<file path="config.mk">
export PLATFORM = sky130hd
export DESIGN_NAME = ps2_host_tx
export DESIGN_NICKNAME = d
export VERILOG_FILES = /design/src/rtl/ps2_host_tx.sv
export SDC_FILE = /design/constraint.sdc
export NUM_CORES = 1
export LEC_CHECK = 0
export ABC_CLOCK_PERIOD_IN_PS = 4400
export BUFFER_PORTS_ARGS = -buffer_cell sky130_fd_sc_hd__buf_2
export CAP_MARGIN = 20
export CORE_ASPECT_RATIO = 1.2
export CORE_MARGIN = 3
export CORE_UTILIZATION = 39
export DETAILED_ROUTE_END_ITERATION = 10
export PLACE_DENSITY = 0.65
export SLEW_MARGIN = 20
export SYNTH_ARGS = -nofsm -noshare
export SYNTH_HDL_FRONTEND = slang
export SYNTH_SLANG_ARGS = --single-unit
</file>
<file path="constraint.sdc">
create_clock -name CLOCK_50 -period 4.4 [get_ports CLOCK_50]
set_clock_uncertainty 0.05 [all_clocks]
set_input_delay 0.88 -clock CLOCK_50 [delete_from_list [all_inputs] [get_ports CLOCK_50]]
set_output_delay 0.88 -clock CLOCK_50 [all_outputs]
set_load 0.01 [all_outputs]
</file>
<file path="src/rtl/ps2_host_tx.sv">
// PS/2 host-to-device transmitter: inhibit, request-to-send, 8 data bits + odd parity + stop, ack check.
// Latency: INHIBIT_CYCLES + 1 cycles to RTS; each data change lands within SYNC_STAGES+1 cycles of a device clock fall.
// Backpressure: cmd_ready is high only in IDLE; cmd_valid while busy is ignored. Optional retry: PS2_HOST_TX_RETRY_EN.
module ps2_host_tx #(
  parameter int INHIBIT_CYCLES = 5000,
  parameter int TIMEOUT_CYCLES = 750000,
  parameter int SYNC_STAGES    = 2
) (
  input  logic       CLOCK_50,
  input  logic       reset,
  input  logic [7:0] cmd_data,
  input  logic       cmd_valid,
  output logic       cmd_ready,
  output logic       busy,
  output logic       done,
  output logic       error,
  input  logic       ps2_clk_in,
  input  logic       ps2_dat_in,
  output logic       ps2_clk_oe,
  output logic       ps2_dat_oe
);

  localparam int IW = $clog2(INHIBIT_CYCLES + 1);
  localparam int TW = $clog2(TIMEOUT_CYCLES + 1);
  localparam logic [IW-1:0] INH_LAST = IW'(INHIBIT_CYCLES - 1);
  localparam logic [IW-1:0] INH_PRE  = IW'(INHIBIT_CYCLES - 2);
  localparam logic [TW-1:0] TO_LAST  = TW'(TIMEOUT_CYCLES - 1);

  localparam logic [2:0] S_IDLE    = 3'd0;
  localparam logic [2:0] S_INHIBIT = 3'd1;
  localparam logic [2:0] S_RTS     = 3'd2;
  localparam logic [2:0] S_SEND    = 3'd3;
  localparam logic [2:0] S_ACK     = 3'd4;
  localparam logic [2:0] S_RELEASE = 3'd5;

  logic [SYNC_STAGES-1:0] clk_sync_q, clk_sync_d;
  logic [SYNC_STAGES-1:0] dat_sync_q, dat_sync_d;
  logic                   clk_prev_q, clk_prev_d;
  logic [2:0]             state_q, state_d;
  logic [7:0]             data_q, data_d;
  logic                   parity_q, parity_d;
  logic [IW-1:0]          inh_cnt_q, inh_cnt_d;
  logic [TW-1:0]          to_cnt_q, to_cnt_d;
  logic [3:0]             bitcnt_q, bitcnt_d;
  logic                   cmd_ready_q, cmd_ready_d;
  logic                   busy_q, busy_d;
  logic                   done_q, done_d;
  logic                   error_q, error_d;
  logic                   clk_oe_q, clk_oe_d;
  logic                   dat_oe_q, dat_oe_d;
`ifdef PS2_HOST_TX_RETRY_EN
  logic                   retry_q, retry_d;
`endif

  logic clk_s, dat_s, fe, nack, tmo;

  assign clk_s = clk_sync_q[SYNC_STAGES-1];
  assign dat_s = dat_sync_q[SYNC_STAGES-1];
  assign fe    = clk_prev_q & ~clk_s;

  // Shift the asynchronous pin senses through the synchronizer chains
  always_comb begin
    clk_sync_d = {clk_sync_q[SYNC_STAGES-2:0], ps2_clk_in};
    dat_sync_d = {dat_sync_q[SYNC_STAGES-2:0], ps2_dat_in};
    clk_prev_d = clk_s;
  end

  // Transaction FSM: next state, counters and registered line/status outputs
  always_comb begin
    state_d   = state_q;
    data_d    = data_q;
    parity_d  = parity_q;
    inh_cnt_d = inh_cnt_q;
    to_cnt_d  = to_cnt_q;
    bitcnt_d  = bitcnt_q;
    clk_oe_d  = clk_oe_q;
    dat_oe_d  = dat_oe_q;
    done_d    = 1'b0;
    error_d   = 1'b0;
    nack      = 1'b0;
    tmo       = 1'b0;
`ifdef PS2_HOST_TX_RETRY_EN
    retry_d   = retry_q;
`endif

    // Watchdog from RTS onward; any device clock fall restarts it, so a fall beats a timeout
    if (state_q == S_RTS || state_q == S_SEND || state_q == S_ACK || state_q == S_RELEASE) begin
      if (fe) begin
        to_cnt_d = '0;
      end else begin
        to_cnt_d = to_cnt_q + 1'b1;
        tmo      = (to_cnt_q == TO_LAST);
      end
    end

    case (state_q)
      S_IDLE: begin
        clk_oe_d = 1'b0;
        dat_oe_d = 1'b0;
        if (cmd_valid && cmd_ready_q) begin
          data_d    = cmd_data;
          parity_d  = ~^cmd_data;
          inh_cnt_d = '0;
          clk_oe_d  = 1'b1;
          dat_oe_d  = (INHIBIT_CYCLES == 1);
          state_d   = S_INHIBIT;
`ifdef PS2_HOST_TX_RETRY_EN
          retry_d   = 1'b0;
`endif
        end
      end
      S_INHIBIT: begin
        inh_cnt_d = inh_cnt_q + 1'b1;
        // Start bit goes down during the final inhibit cycle so RTS follows cleanly
        if (inh_cnt_q == INH_PRE) dat_oe_d = 1'b1;
        if (inh_cnt_q == INH_LAST) begin
          inh_cnt_d = '0;
          to_cnt_d  = '0;
          clk_oe_d  = 1'b0;
          dat_oe_d  = 1'b1;
          state_d   = S_RTS;
        end
      end
      S_RTS: begin
        clk_oe_d = 1'b0;
        dat_oe_d = 1'b1;
        bitcnt_d = '0;
        state_d  = S_SEND;
      end
      S_SEND: begin
        if (fe) begin
          if (bitcnt_q < 4'd8)       dat_oe_d = ~data_q[bitcnt_q[2:0]];
          else if (bitcnt_q == 4'd8) dat_oe_d = ~parity_q;
          else                       dat_oe_d = 1'b0;
          bitcnt_d = bitcnt_q + 1'b1;
          if (bitcnt_q == 4'd9) state_d = S_ACK;
        end
      end
      S_ACK: begin
        if (fe) begin
          if (!dat_s) state_d = S_RELEASE;
          else        nack    = 1'b1;
        end
      end
      S_RELEASE: begin
        if (clk_s && dat_s) begin
          done_d   = 1'b1;
          clk_oe_d = 1'b0;
          dat_oe_d = 1'b0;
          state_d  = S_IDLE;
        end
      end
      default: begin
        clk_oe_d = 1'b0;
        dat_oe_d = 1'b0;
        state_d  = S_IDLE;
      end
    endcase

    // Failure: release both lines and report, or start one more attempt with the same byte
    if (nack || (tmo && !done_d)) begin
      clk_oe_d = 1'b0;
      dat_oe_d = 1'b0;
      error_d  = 1'b1;
      state_d  = S_IDLE;
`ifdef PS2_HOST_TX_RETRY_EN
      if (!retry_q) begin
        retry_d   = 1'b1;
        error_d   = 1'b0;
        inh_cnt_d = '0;
        clk_oe_d  = 1'b1;
        dat_oe_d  = (INHIBIT_CYCLES == 1);
        state_d   = S_INHIBIT;
      end
`endif
    end

    cmd_ready_d = (state_d == S_IDLE);
    busy_d      = (state_d != S_IDLE);
  end

  // State and output registers with synchronous reset; synchronizers reset to idle-high lines
  always_ff @(posedge CLOCK_50) begin
    if (reset) begin
      clk_sync_q  <= '1;
      dat_sync_q  <= '1;
      clk_prev_q  <= 1'b1;
      state_q     <= S_IDLE;
      data_q      <= '0;
      parity_q    <= 1'b0;
      inh_cnt_q   <= '0;
      to_cnt_q    <= '0;
      bitcnt_q    <= '0;
      cmd_ready_q <= 1'b1;
      busy_q      <= 1'b0;
      done_q      <= 1'b0;
      error_q     <= 1'b0;
      clk_oe_q    <= 1'b0;
      dat_oe_q    <= 1'b0;
`ifdef PS2_HOST_TX_RETRY_EN
      retry_q     <= 1'b0;
`endif
    end else begin
      clk_sync_q  <= clk_sync_d;
      dat_sync_q  <= dat_sync_d;
      clk_prev_q  <= clk_prev_d;
      state_q     <= state_d;
      data_q      <= data_d;
      parity_q    <= parity_d;
      inh_cnt_q   <= inh_cnt_d;
      to_cnt_q    <= to_cnt_d;
      bitcnt_q    <= bitcnt_d;
      cmd_ready_q <= cmd_ready_d;
      busy_q      <= busy_d;
      done_q      <= done_d;
      error_q     <= error_d;
      clk_oe_q    <= clk_oe_d;
      dat_oe_q    <= dat_oe_d;
`ifdef PS2_HOST_TX_RETRY_EN
      retry_q     <= retry_d;
`endif
    end
  end

  assign cmd_ready  = cmd_ready_q;
  assign busy       = busy_q;
  assign done       = done_q;
  assign error      = error_q;
  assign ps2_clk_oe = clk_oe_q;
  assign ps2_dat_oe = dat_oe_q;

endmodule

</file>
==> metrics <==
clock sinks 60; kind of path behind the tightest hold check register to register; primary flip-flop cell chosen by synthesis mapping sky130_fd_sc_hd__dfxtp_1; DIE AREA 8550 um^2; leading post-synthesis cells by cell area sky130_fd_sc_hd__dfxtp_1 (41%), sky130_fd_sc_hd__nor2_1 (5.8%), sky130_fd_sc_hd__xnor2_1 (5.7%), sky130_fd_sc_hd__xor2_1 (3.6%), sky130_fd_sc_hd__mux2i_1 (3.1%); arrival time reported for the critical path endpoint 2.48 ns; critical path endpoint category register; number of buffers inserted by port buffering 18; number of synthesized flops with an enable pin 0; floorplan core area 7060 um^2; Yosys warning count 0; Clock Tree Buf Depth 2; leakage power total 1.24 nW; Max Fclk 431 MHz; leading area contributor after synthesis sky130_fd_sc_hd__dfxtp_1; Clock transition at path regs 0.07 ns; chip height 101 um; remaining antenna violation count 0; final critical delay including setup and external delays 2.32 ns; number of design rule violations left after detail routing 0; Routed met3 length 159 um; CTS HTree Levels 3; setup repair after global routing missed its margin false; wire length of the first global-routing pass 10.6 mm; Top Metal Used met4; Seq cells post-synth 60; total standard cell area after synthesis 2920 um^2; remaining max-slew budget at the tightest pin 49.4%; overall fraction of global-route tracks in use 15.4%; placer's final routability congestion estimate 0.851; Crit Path Category register to register; number of distinct library cell variants in the gate-level netlist after synthesis 48; final hold vios 0; met2 layer wire length in the routed design 2.79 mm; worst slack on hold paths 0.367 ns; clock tree root driver cell sky130_fd_sc_hd__clkbuf_8; vias in the first global route 2292; Pwr Density 351 nW/um^2; Top-Level Pins 19; number of nets produced by synthesis 353; largest voltage drop on the vdd net 0.000242 V; number of instances resized during post-cts repair 0; met1 layer wirelength in the final routing 2.96 mm; Avg Cell Area, Syn 8.73 um^2; number of DRC markers in iteration 0 124; critical-path maximum fanout 19; placement row count 33; per-cell via count in the routed design 5.33; number of instances in the synthesized netlist 334; number of setup buffers added after CTS 0; TritonRoute pass-1 iters 4; critical path required time 4.56 ns; status completed; Slew @ Worst Pin 0.757 ns; max-cap check violation count 0; final antenna diode count 0; final setup vio count 0; overall die width 84.9 um; async set-reset flop share out of synthesis 0%; largest net degree at the start of global routing 31; Worst Setup Start Kind register; Area Growth Syn to Fin 12.5%; final period utilization 52.8%; hold_buf cts 0; total number of vias 2382; TritonCTS clock tree built; latest clock arrival within the worst-skew pair 0.33 ns; sequential share of the synthesized area 41.2%; total detailed-routing wirelength 6.00 mm; total of fill cells in the finished design 689; leading cell types by count after synthesis sky130_fd_sc_hd__dfxtp_1 (60), sky130_fd_sc_hd__nor2_1 (45), sky130_fd_sc_hd__nand2_1 (24); most repeated cell in the gate-level netlist after synthesis sky130_fd_sc_hd__dfxtp_1; antenna violations before repair 0; effective utilization at floorplan 41.3%; Final Net Count 374; Final TNS setup 0 ns; post-detail-place hpwl 4.27 mm; final count of pins violating max slew 0; detail-routed net length per standard cell 13.4 um; area fraction of the dominant cell type after synthesis 41.2%; remaining global-route overflow 0; CTS Buf Count 9; ratio of cells with drive above 1 in the final layout 15.3%
[layout by cell type, fill, tap and decap left out, types with 2 or more instances in the layout]
cell type,count
sky130_fd_sc_hd__mux4_2,2
sky130_fd_sc_hd__nor4_1,3
sky130_fd_sc_hd__nor4bb_1,2
sky130_fd_sc_hd__nor3b_1,5
sky130_fd_sc_hd__xor2_1,12
sky130_fd_sc_hd__a21o_1,5
sky130_fd_sc_hd__a21oi_1,13
sky130_fd_sc_hd__and2_1,3
sky130_fd_sc_hd__or3b_2,2
sky130_fd_sc_hd__nand2_1,24
sky130_fd_sc_hd__o41ai_1,2
sky130_fd_sc_hd__or3_1,4
sky130_fd_sc_hd__o21ai_0,10
sky130_fd_sc_hd__clkinvlp_4,3
sky130_fd_sc_hd__mux2i_1,9
sky130_fd_sc_hd__ha_1,6
sky130_fd_sc_hd__clkinv_2,3
sky130_fd_sc_hd__nand2b_1,4
sky130_fd_sc_hd__inv_1,9
sky130_fd_sc_hd__a31oi_1,4
sky130_fd_sc_hd__nand2_2,2
sky130_fd_sc_hd__a211oi_1,2
sky130_fd_sc_hd__nor2b_1,4
sky130_fd_sc_hd__nand3b_1,2
sky130_fd_sc_hd__dfxtp_1,60
sky130_fd_sc_hd__or2_2,6
sky130_fd_sc_hd__and3_1,11
sky130_fd_sc_hd__nand4_1,13
sky130_fd_sc_hd__nand3_1,10
sky130_fd_sc_hd__and4_1,2
sky130_fd_sc_hd__or4_4,2
sky130_fd_sc_hd__buf_2,18
sky130_fd_sc_hd__nor2_1,45
sky130_fd_sc_hd__nor3_1,14
sky130_fd_sc_hd__xnor2_1,19
sky130_fd_sc_hd__clkbuf_8,9
[where the power goes]
group | internal [mW] | switching (mW) | leakage [nW]
Clock | 0.258 | 0.227 | 0.0910
Sequential | 0.558 | 0.0126 | 0.487
Combinational | 0.0443 | 0.0526 | 0.666
Total | 0.860 | 0.292 | 1.24
[metal layers]
metal | vias to the layer above | global-route usage, %
met5 | - | 0
li1 | 1227 | -
met2 | 34 | 24.5
met3 | 7 | 3.60
met4 | 0 | 7.19
met1 | 1114 | 19.8
[cell families (layout without fill, tap and decap cells)]
logic type                 Yosys count  after routing  synth area share, %
AOI/OAI and AO/OA                   42             42                 9.06
xor gates and xnor gates            31             31                 9.31
adders and majority gates            6              6                 2.58
buffers and inverters               18             44                 2.49
DFF                                 60             60                 41.2
muxes                               12             12                 5.02
and+or+nand+nor                    165            165                 30.3
[final timing paths]
| path | start | to | slack [ns] | cells past startpoint |
|---|---|---|---|---|
| worst max-delay path | state_q[0] | to_cnt_q[13] | 2.08 | 4 |
| worst min register to register | clk_sync_q[0] | clk_sync_q[1] | 0.37 | 1 |
| worst min-delay path | clk_sync_q[0] | clk_sync_q[1] | 0.37 | 1 |
| worst max register to register | state_q[0] | to_cnt_q[13] | 2.08 | 4 |
[state kept, by name (all words and copies together), names as in the netlist]
signal / flops
ps2_clk_oe: 1
state_q: 3
busy: 1
cmd_ready: 1
inh_cnt_q: 13
bitcnt_q: 4
clk_sync_q: 2
done: 1
dat_sync_q: 2
error: 1
clk_prev_q: 1
to_cnt_q: 20
ps2_dat_oe: 1
data_q: 8
parity_q: 1
[critical path, stage by stage, from the launching register on]
cell and delay [ns]:
sky130_fd_sc_hd__dfxtp_1 0.64, sky130_fd_sc_hd__nor3b_1 0.69, sky130_fd_sc_hd__nand3_1 0.34, sky130_fd_sc_hd__nand2_2 0.38
sky130_fd_sc_hd__nor2_1 0.10
[layout make-up]
| type | instances | area (um^2) | area share [%] |
|---|---|---|---|
| repair buffers | 19 | 97.6 | 2.97 |
| multi-input cells | 256 | 1650 | 50.2 |
| clock buffers | 9 | 124 | 3.78 |
| well taps | 87 | 109 | 3.32 |
| flip-flops and latches | 60 | 1200 | 36.6 |
| clock inverters | 7 | 67.6 | 2.06 |
| inverters | 9 | 33.8 | 1.03 |
[per-stage QoR]
stage                     instances  worst slack [ns]  cell area (um^2)  utilization [%]  total power, mW
final                           447              2.08              3280             46.5             1.15
after floorplan                 334              2.41              2920                -            0.652
after CTS                       447              2.08              3280             46.5             1.16
after global placement          431              2.16              3090             43.8            0.678
after detailed placement        431              2.07              3090             43.8            0.680
after global routing            447              1.86              3280             46.5             1.21
Note: power is estimated with default switching activity, not from simulation.
